File: config.mk
export PLATFORM = sky130hd
export DESIGN_NAME = fft_input_framer
export DESIGN_NICKNAME = d
export VERILOG_FILES = /design/src/rtl/fft_pkg.sv /design/src/rtl/fft_pingpong_ram.sv /design/src/rtl/fft_input_framer.sv
export SDC_FILE = /design/constraint.sdc
export NUM_CORES = 1
export LEC_CHECK = 0
export BUFFER_PORTS_ARGS = -buffer_cell sky130_fd_sc_hd__buf_2
export CORE_ASPECT_RATIO = 1.4
export CORE_MARGIN = 2
export CORE_UTILIZATION = 62
export DETAILED_ROUTE_END_ITERATION = 12
export PLACE_DENSITY = 0.79
export SYNTH_ARGS = -nofsm -noshare
export SYNTH_HDL_FRONTEND = slang
export SYNTH_SLANG_ARGS = --single-unit
export TNS_END_PERCENT = 5
File: constraint.sdc
create_clock -name clk -period 3 [get_ports clk]
set_clock_uncertainty 0.1 [all_clocks]
set_input_delay 0.6 -clock clk [delete_from_list [all_inputs] [get_ports clk]]
set_output_delay 0.6 -clock clk [all_outputs]
set_load 0.01 [all_outputs]
File: src/rtl/fft_pkg.sv
// Shared types and defaults for the FFT input framer and its ping-pong storage.
// Latency: n/a (declarations only).
// Backpressure: n/a.
package fft_pkg;

  // Default frame geometry; the framer's parameters default to these.
  localparam int N      = 16;
  localparam int DATA_W = 4;
  localparam int IDX_W  = $clog2(N);

  // One complex sample; 'real' is a reserved word, hence re/im.
  typedef struct packed {
    logic [DATA_W-1:0] re;
    logic [DATA_W-1:0] im;
  } sample_t;

  // Read-side sequencer states.
  typedef enum logic [1:0] {
    ST_IDLE      = 2'd0,
    ST_START     = 2'd1,
    ST_STREAM    = 2'd2,
    ST_WAIT_DONE = 2'd3
  } fsm_state_t;

endpackage

File: src/rtl/fft_pingpong_ram.sv
// Two-bank frame store with per-bank full flags and write/read index tracking.
// Latency: write lands at the accepting edge; read data is combinational from the read bank.
// Backpressure: wr_rdy_o drops while the bank being written is still full (both banks busy).
module fft_pingpong_ram #(
  parameter  int DATA_W = 4,
  parameter  int N      = 16,
  localparam int IDX_W  = $clog2(N),
  localparam int WORD_W = 2 * DATA_W
) (
  input  logic              clk,
  input  logic              reset,
  input  logic              wr_vld_i,
  input  logic [WORD_W-1:0] wr_dat_i,
  output logic              wr_rdy_o,
  input  logic              rd_first_i,    // present sample 0 of the read bank, clear read index
  input  logic              rd_adv_i,      // present the next sample, advance read index
  input  logic              rd_release_i,  // read bank fully streamed: free it and flip banks
  output logic              rd_full_o,
  output logic [IDX_W-1:0]  rd_idx_o,
  output logic [WORD_W-1:0] rd_dat_o
);

  localparam logic [IDX_W-1:0] LAST_IDX = IDX_W'(N - 1);

  logic [WORD_W-1:0] mem_q [2][N];
  logic [1:0]        full_q, full_d;
  logic              wr_bank_q, wr_bank_d;
  logic              rd_bank_q, rd_bank_d;
  logic [IDX_W-1:0]  wr_idx_q, wr_idx_d;
  logic [IDX_W-1:0]  rd_idx_q, rd_idx_d;
  logic [IDX_W-1:0]  rd_addr;
  logic              wr_fire;
  logic              wr_last;

  // Ready comes from registers only, so a release shows up on the next cycle.
  assign wr_rdy_o  = ~full_q[wr_bank_q];
  assign wr_fire   = wr_vld_i & wr_rdy_o;
  assign wr_last   = (wr_idx_q == LAST_IDX);
  assign rd_full_o = full_q[rd_bank_q];
  assign rd_idx_o  = rd_idx_q;

  // Look one sample ahead so the framer's output register holds sample rd_idx.
  assign rd_addr  = rd_first_i ? '0 : rd_idx_q + 1'b1;
  assign rd_dat_o = mem_q[rd_bank_q][rd_addr];

  // Next-state for flags, banks and indices; fill and release never hit the same bank.
  always_comb begin
    full_d    = full_q;
    wr_bank_d = wr_bank_q;
    wr_idx_d  = wr_idx_q;
    rd_bank_d = rd_bank_q;
    rd_idx_d  = rd_idx_q;
    if (wr_fire) begin
      if (wr_last) begin
        full_d[wr_bank_q] = 1'b1;
        wr_bank_d         = ~wr_bank_q;
        wr_idx_d          = '0;
      end else begin
        wr_idx_d = wr_idx_q + 1'b1;
      end
    end
    if (rd_first_i) begin
      rd_idx_d = '0;
    end else if (rd_adv_i) begin
      rd_idx_d = rd_idx_q + 1'b1;
    end
    if (rd_release_i) begin
      full_d[rd_bank_q] = 1'b0;
      rd_bank_d         = ~rd_bank_q;
    end
  end

  // Control state; reset discards any partially written frame.
  always_ff @(posedge clk) begin
    if (reset) begin
      full_q    <= '0;
      wr_bank_q <= 1'b0;
      wr_idx_q  <= '0;
      rd_bank_q <= 1'b0;
      rd_idx_q  <= '0;
    end else begin
      full_q    <= full_d;
      wr_bank_q <= wr_bank_d;
      wr_idx_q  <= wr_idx_d;
      rd_bank_q <= rd_bank_d;
      rd_idx_q  <= rd_idx_d;
    end
  end

  // Sample storage needs no reset: a bank is only read after being fully written.
  always_ff @(posedge clk) begin
    if (wr_fire) begin
      mem_q[wr_bank_q][wr_idx_q] <= wr_dat_i;
    end
  end

endmodule

File: src/rtl/fft_input_framer.sv
// Packs a sample stream into 16-sample frames and replays each one to the FFT core after a 1-cycle core reset.
// Latency: START one cycle after a bank fills (while idle); sample k on the core inputs 1+k cycles after START.
// Backpressure: s_ready low while both banks hold frames; frames launch only after fft_done or the timeout.
module fft_input_framer #(
  parameter int DATA_W         = fft_pkg::DATA_W,
  parameter int N              = fft_pkg::N,
  parameter int TIMEOUT_CYCLES = 64
) (
  input  logic              clk,
  input  logic              reset,
  input  logic              s_valid,
  output logic              s_ready,
  input  logic [DATA_W-1:0] s_real,
  input  logic [DATA_W-1:0] s_image,
  output logic              fft_reset,
  output logic [DATA_W-1:0] fft_real,
  output logic [DATA_W-1:0] fft_image,
  input  logic              fft_done,
  output logic [7:0]        frame_count,
  output logic              done_timeout
);

  import fft_pkg::*;

  localparam int                 RD_IDX_W = $clog2(N);
  localparam logic [RD_IDX_W-1:0] RD_LAST = RD_IDX_W'(N - 1);
  localparam int                 TMR_W    = $clog2(TIMEOUT_CYCLES + 1);
  localparam logic [TMR_W-1:0]   TMR_LAST = TMR_W'(TIMEOUT_CYCLES - 1);

  fsm_state_t           state_q, state_d;
  logic [TMR_W-1:0]     timer_q, timer_d;
  logic [7:0]           frame_count_q, frame_count_d;
  logic                 done_timeout_q, done_timeout_d;
  logic                 fft_reset_q, fft_reset_d;
  logic [DATA_W-1:0]    fft_real_q, fft_real_d;
  logic [DATA_W-1:0]    fft_image_q, fft_image_d;

  logic                 rd_first, rd_adv, rd_release, rd_full;
  logic [RD_IDX_W-1:0]  rd_idx;
  logic [2*DATA_W-1:0]  rd_dat;

  fft_pingpong_ram #(
    .DATA_W (DATA_W),
    .N      (N)
  ) u_ram (
    .clk          (clk),
    .reset        (reset),
    .wr_vld_i     (s_valid),
    .wr_dat_i     ({s_real, s_image}),
    .wr_rdy_o     (s_ready),
    .rd_first_i   (rd_first),
    .rd_adv_i     (rd_adv),
    .rd_release_i (rd_release),
    .rd_full_o    (rd_full),
    .rd_idx_o     (rd_idx),
    .rd_dat_o     (rd_dat)
  );

  // Sequencer: launch, stream N samples back to back, then wait for done or timeout.
  always_comb begin
    state_d        = state_q;
    timer_d        = timer_q;
    frame_count_d  = frame_count_q;
    done_timeout_d = done_timeout_q;
    fft_real_d     = fft_real_q;
    fft_image_d    = fft_image_q;
    rd_first       = 1'b0;
    rd_adv         = 1'b0;
    rd_release     = 1'b0;
    case (state_q)
      ST_IDLE: begin
        if (rd_full) state_d = ST_START;
      end
      ST_START: begin
        rd_first    = 1'b1;
        fft_real_d  = rd_dat[2*DATA_W-1:DATA_W];
        fft_image_d = rd_dat[DATA_W-1:0];
        state_d     = ST_STREAM;
      end
      ST_STREAM: begin
        rd_adv = 1'b1;
        if (rd_idx == RD_LAST) begin
          // Last sample is already in the output register; hold it and free the bank.
          rd_release    = 1'b1;
          frame_count_d = frame_count_q + 8'd1;
          timer_d       = '0;
          state_d       = ST_WAIT_DONE;
        end else begin
          fft_real_d  = rd_dat[2*DATA_W-1:DATA_W];
          fft_image_d = rd_dat[DATA_W-1:0];
        end
      end
      ST_WAIT_DONE: begin
        timer_d = timer_q + 1'b1;
        if (fft_done || (timer_q == TMR_LAST)) begin
          if (!fft_done) done_timeout_d = 1'b1;
          // Pass straight through idle when the other bank is already waiting,
          // so back-to-back frames cost only START + N + the wait.
          state_d = rd_full ? ST_START : ST_IDLE;
        end
      end
      default: state_d = ST_IDLE;
    endcase
    fft_reset_d = (state_d == ST_START);
  end

  // Registered core-facing outputs; reset holds the core in reset.
  always_ff @(posedge clk) begin
    if (reset) begin
      state_q        <= ST_IDLE;
      timer_q        <= '0;
      frame_count_q  <= '0;
      done_timeout_q <= 1'b0;
      fft_reset_q    <= 1'b1;
      fft_real_q     <= '0;
      fft_image_q    <= '0;
    end else begin
      state_q        <= state_d;
      timer_q        <= timer_d;
      frame_count_q  <= frame_count_d;
      done_timeout_q <= done_timeout_d;
      fft_reset_q    <= fft_reset_d;
      fft_real_q     <= fft_real_d;
      fft_image_q    <= fft_image_d;
    end
  end

  assign fft_reset    = fft_reset_q;
  assign fft_real     = fft_real_q;
  assign fft_image    = fft_image_q;
  assign frame_count  = frame_count_q;
  assign done_timeout = done_timeout_q;

endmodule
==> results.md <==
* Hold path endpoint: u_ram.rd_idx_o[0]
* Vias/cell at 6.49
* WP buf/inv at 1
* Synth Instances at 753
* Worst skew pair latency at 540 ps
* Power Density at 602 mW/mm²
* Worst setup margin at 123 ps
* Global-route wire length before repair at 41700 µm
* Cell variety after synth at 43
* Syn Nets at 772
* Routability cong. at 0.949
* Post-DR wirelength/cell at 25.0 µm
* Post-synth ARST share at 0
* FF/Latch Area at 0.00849 mm²
* Global Route Usage Sum at 0.274
* Die Span X at 121 µm
* Crit-path max cell delay at 610 ps
* Met3 usage at 0.0373
* Post-CTS setup buffers at 0
* Die H at 168 µm
* Row count at 59
* Iteration-0 DRC Markers at 992
* Clk sinks at 296
* Final Util at 0.716
* Worst slew margin at 0.442
* Hold path cells at 2
* Max FO, Critical Path at 45
* I/O Buffers at 30
* Inserted Clock Buffers at 27
* CTS root buf: clkbuf_16
* P_leak at 4.42 nW
* HP Start: reset
* Post-CTS sizing at 0
* Register-to-Register Path Depth at 7
* Antenna viol nets, final at 0
* Cell Chain, Critical Path: buf_4 > nand3_1 > xnor2_1 > a21oi_1 > o221ai_1 > a211oi_1 > a221o_1
* Pre-antenna DRT Iters at 7
* Final Hold Fails at 0
* Post-Syn Area at 0.0119 mm²
* RR Endpoint: fft_image[0]
* EDFF count, synth at 256
* Via count at 6994
* Top Ports at 31
* Initial antenna violation count at 0
* CTS Buffer Depth at 3
* CP Launch Type: flop
* Status: complete, no violations
* Syn_area_per_cell at 15.8 µm²
* Largest net degree at the start of global routing at 46
* Sequential fraction of the synthesis area at 0.714
* # diodes at 0
* Fin. max-slew vios at 0
* Most Crowded Layer GR: met2
* Seq cells post-synth at 296
* YS warnings at 0
* Post-route clock period utilization at 0.959
* R2R Setup Slk at 120 ps
* Place WS at 307 ps
* Final HPWL DP at 17400 µm
* Critical path arrival at 3250 ps
* Max_cap viols at 0
* Multi-input logic area at 0.00313 mm²
* TritonCTS clock tree: done
* Endpoints failing setup at 0
* Overflow after GRT at 0
* Worst EP required at 3380 ps
* GR Util met1 at 0.348
* CP max-delay cell: a21oi_1
* Post-CTS Hold Buffers at 0
* Core Region at 0.0187 mm²
* Critical path class: reg -> reg
* Effective utilization at floorplan at 0.636
* Share of cells above drive strength 1 at 0.215
* Clock-pin slew on the worst setup and hold paths at 70 ps
* FF-to-FF Start: u_ram.rd_idx_o[0]
* Syn-to-layout area delta at 12.5%
* H-tree Lvls at 1
* Setup crit end kind: flop
* Pwr Total at 0.00804 W
* Cell family with most CP delay: compound AO/OA/AOI/OAI gates
* Worst-margin pin slew at 834 ps
* WL final at 27000 µm
* Die area at 0.0203 mm²
* Fin nets at 832
* Hold crit path type: in -> reg
* Remaining DRCs at 0
* Post-synth top flop: edfxtp_1
* TNS Setup at 0 ps
* Peak Freq at 348 MHz
* GR Layer Usage met2 at 0.469
* Max VDD drop at 0.621 mV
* Vias in the first global route at 7180
* Filler cell count at 1129
* RSZ-0062 raised after global routing: no
* Crit path time final at 2880 ps
==> synthesized netlist by cell type (2+ instances only) <==
cell type	n	share of area
edfxtp_1	256	0.65
nor2_1	80	0.025
a21oi_1	49	0.021
mux4_2	49	0.093
dfxtp_1	40	0.067
nor3_1	32	0.013
nand2_1	29	0.0092
buf_2	21	0.0088
clkbuf_1	19	0.0060
o21ai_0	19	0.0080
nand3_1	17	0.0072
inv_1	16	0.0051
o221ai_1	14	0.010
mux2i_1	10	0.0084
a221o_1	9	0.0076
mux2_2	9	0.0085
a211oi_1	8	0.0051
o22ai_1	8	0.0042
ha_1	7	0.0074
xor2_1	7	0.0052
nand4_1	6	0.0032
xnor2_1	5	0.0037
and2_1	4	0.0021
and3_1	4	0.0021
nor2b_1	4	0.0021
nand2b_1	3	0.0016
nor3b_1	3	0.0019
o21a_1	3	0.0019
or3_1	3	0.0016
a22oi_1	2	0.0013
buf_6	2	0.0019
nand3b_1	2	0.0013
o211ai_1	2	0.0013
o21bai_1	2	0.0013
==> power breakdown <==
part / internal, W / total [W] / switching (W)
combinational: 0.0000299 / 0.000142 / 0.000112
clock: 0.00193 / 0.00340 / 0.00147
sequential: 0.00449 / 0.00450 / 0.0000101
==> per-stage QoR <==
step	std cells	hold slack, ps	area (µm²)
after CTS	1078	203	13400
after global routing	1078	226	13400
after detailed placement	1028	380	12500
final	1078	218	13400
after floorplan	753	360	11900
after global placement	1028	355	12500
==> sequential cells by signal (all words and copies together) (netlist names), named ones only <==
register / cells
u_ram.wr_idx_q: 4
fft_real: 4
u_ram.full_q: 2
done_timeout: 1
frame_count: 8
fft_image: 4
timer_q: 7
u_ram.rd_idx_o: 4
u_ram.wr_bank_q: 1
fft_reset: 1
u_ram.rd_bank_q: 1
u_ram.mem_q: 256
state_q: 2
==> worst register-to-register path, cell delays in order (launching register included) <==
cell      delay (ps)
dfxtp_2          420
buf_4            460
nand3_1          260
xnor2_1          220
a21oi_1          610
o221ai_1         290
a211oi_1         290
a221o_1          160
==> cell usage in the layout, fill, tap and decap left out, types with 5 or more instances in the layout <==
cell type,count
a211oi_1,8
a21oi_1,49
a221o_1,9
buf_2,30
buf_4,43
clkbuf_16,27
dfxtp_1,38
edfxtp_1,256
ha_1,7
inv_1,16
mux2_2,9
mux2i_1,10
mux4_2,49
nand2_1,29
nand3_1,17
nand4_1,6
nor2_1,80
nor3_1,32
o21ai_0,19
o221ai_1,14
o22ai_1,8
xnor2_1,5
xor2_1,7
==> worst max-delay path by stage <==
| stage | start | endpoint | slack (ps) | cells after the start |
|---|---|---|---|---|
| global route | u_ram.rd_idx_o[0] | fft_image[0] | 10 | 7 |
| CTS | u_ram.rd_idx_o[0] | fft_image[0] | 180 | 7 |
| floorplan | u_ram.wr_bank_q | u_ram.mem_q[0][0] | 610 | 5 |
| detailed placement | u_ram.rd_idx_o[0] | fft_real[3] | 310 | 7 |
| finish | u_ram.rd_idx_o[0] | fft_image[0] | 120 | 7 |
| global placement | state_q[1] | fft_image[2] | 430 | 8 |
==> area by class of cell <==
class                           instances  share of cell area
Clock buffer                           31              0.0517
Clock inverter                         19              0.0143
Inverter                               16             0.00449
Multi-Input combinational cell        398               0.234
Sequential cell                       296               0.635
Tap cell                              244              0.0228
Timing Repair Buffer                   74              0.0369
==> layer usage <==
| layer | vias up | wire (µm) |
|---|---|---|
| met2 | 379 | 14000 |
| li1 | 3060 | - |
| met5 | - | 0 |
| met1 | 3467 | 9790 |
| met3 | 88 | 1840 |
| met4 | 0 | 1400 |
==> cell families (layout without fill, tap and decap cells) <==
| kind of cell | Yosys count | in the layout | share of synthesized area |
|---|---|---|---|
| fa+ha+maj | 7 | 7 | 0.00737 |
| mux | 68 | 68 | 0.110 |
| simple gates | 191 | 191 | 0.0734 |
| flops | 296 | 296 | 0.714 |
| xor+xnor | 12 | 12 | 0.00885 |
| buf+inv | 59 | 140 | 0.0222 |
| compound gates | 120 | 120 | 0.0639 |
Power figures use the tool's default switching activity.
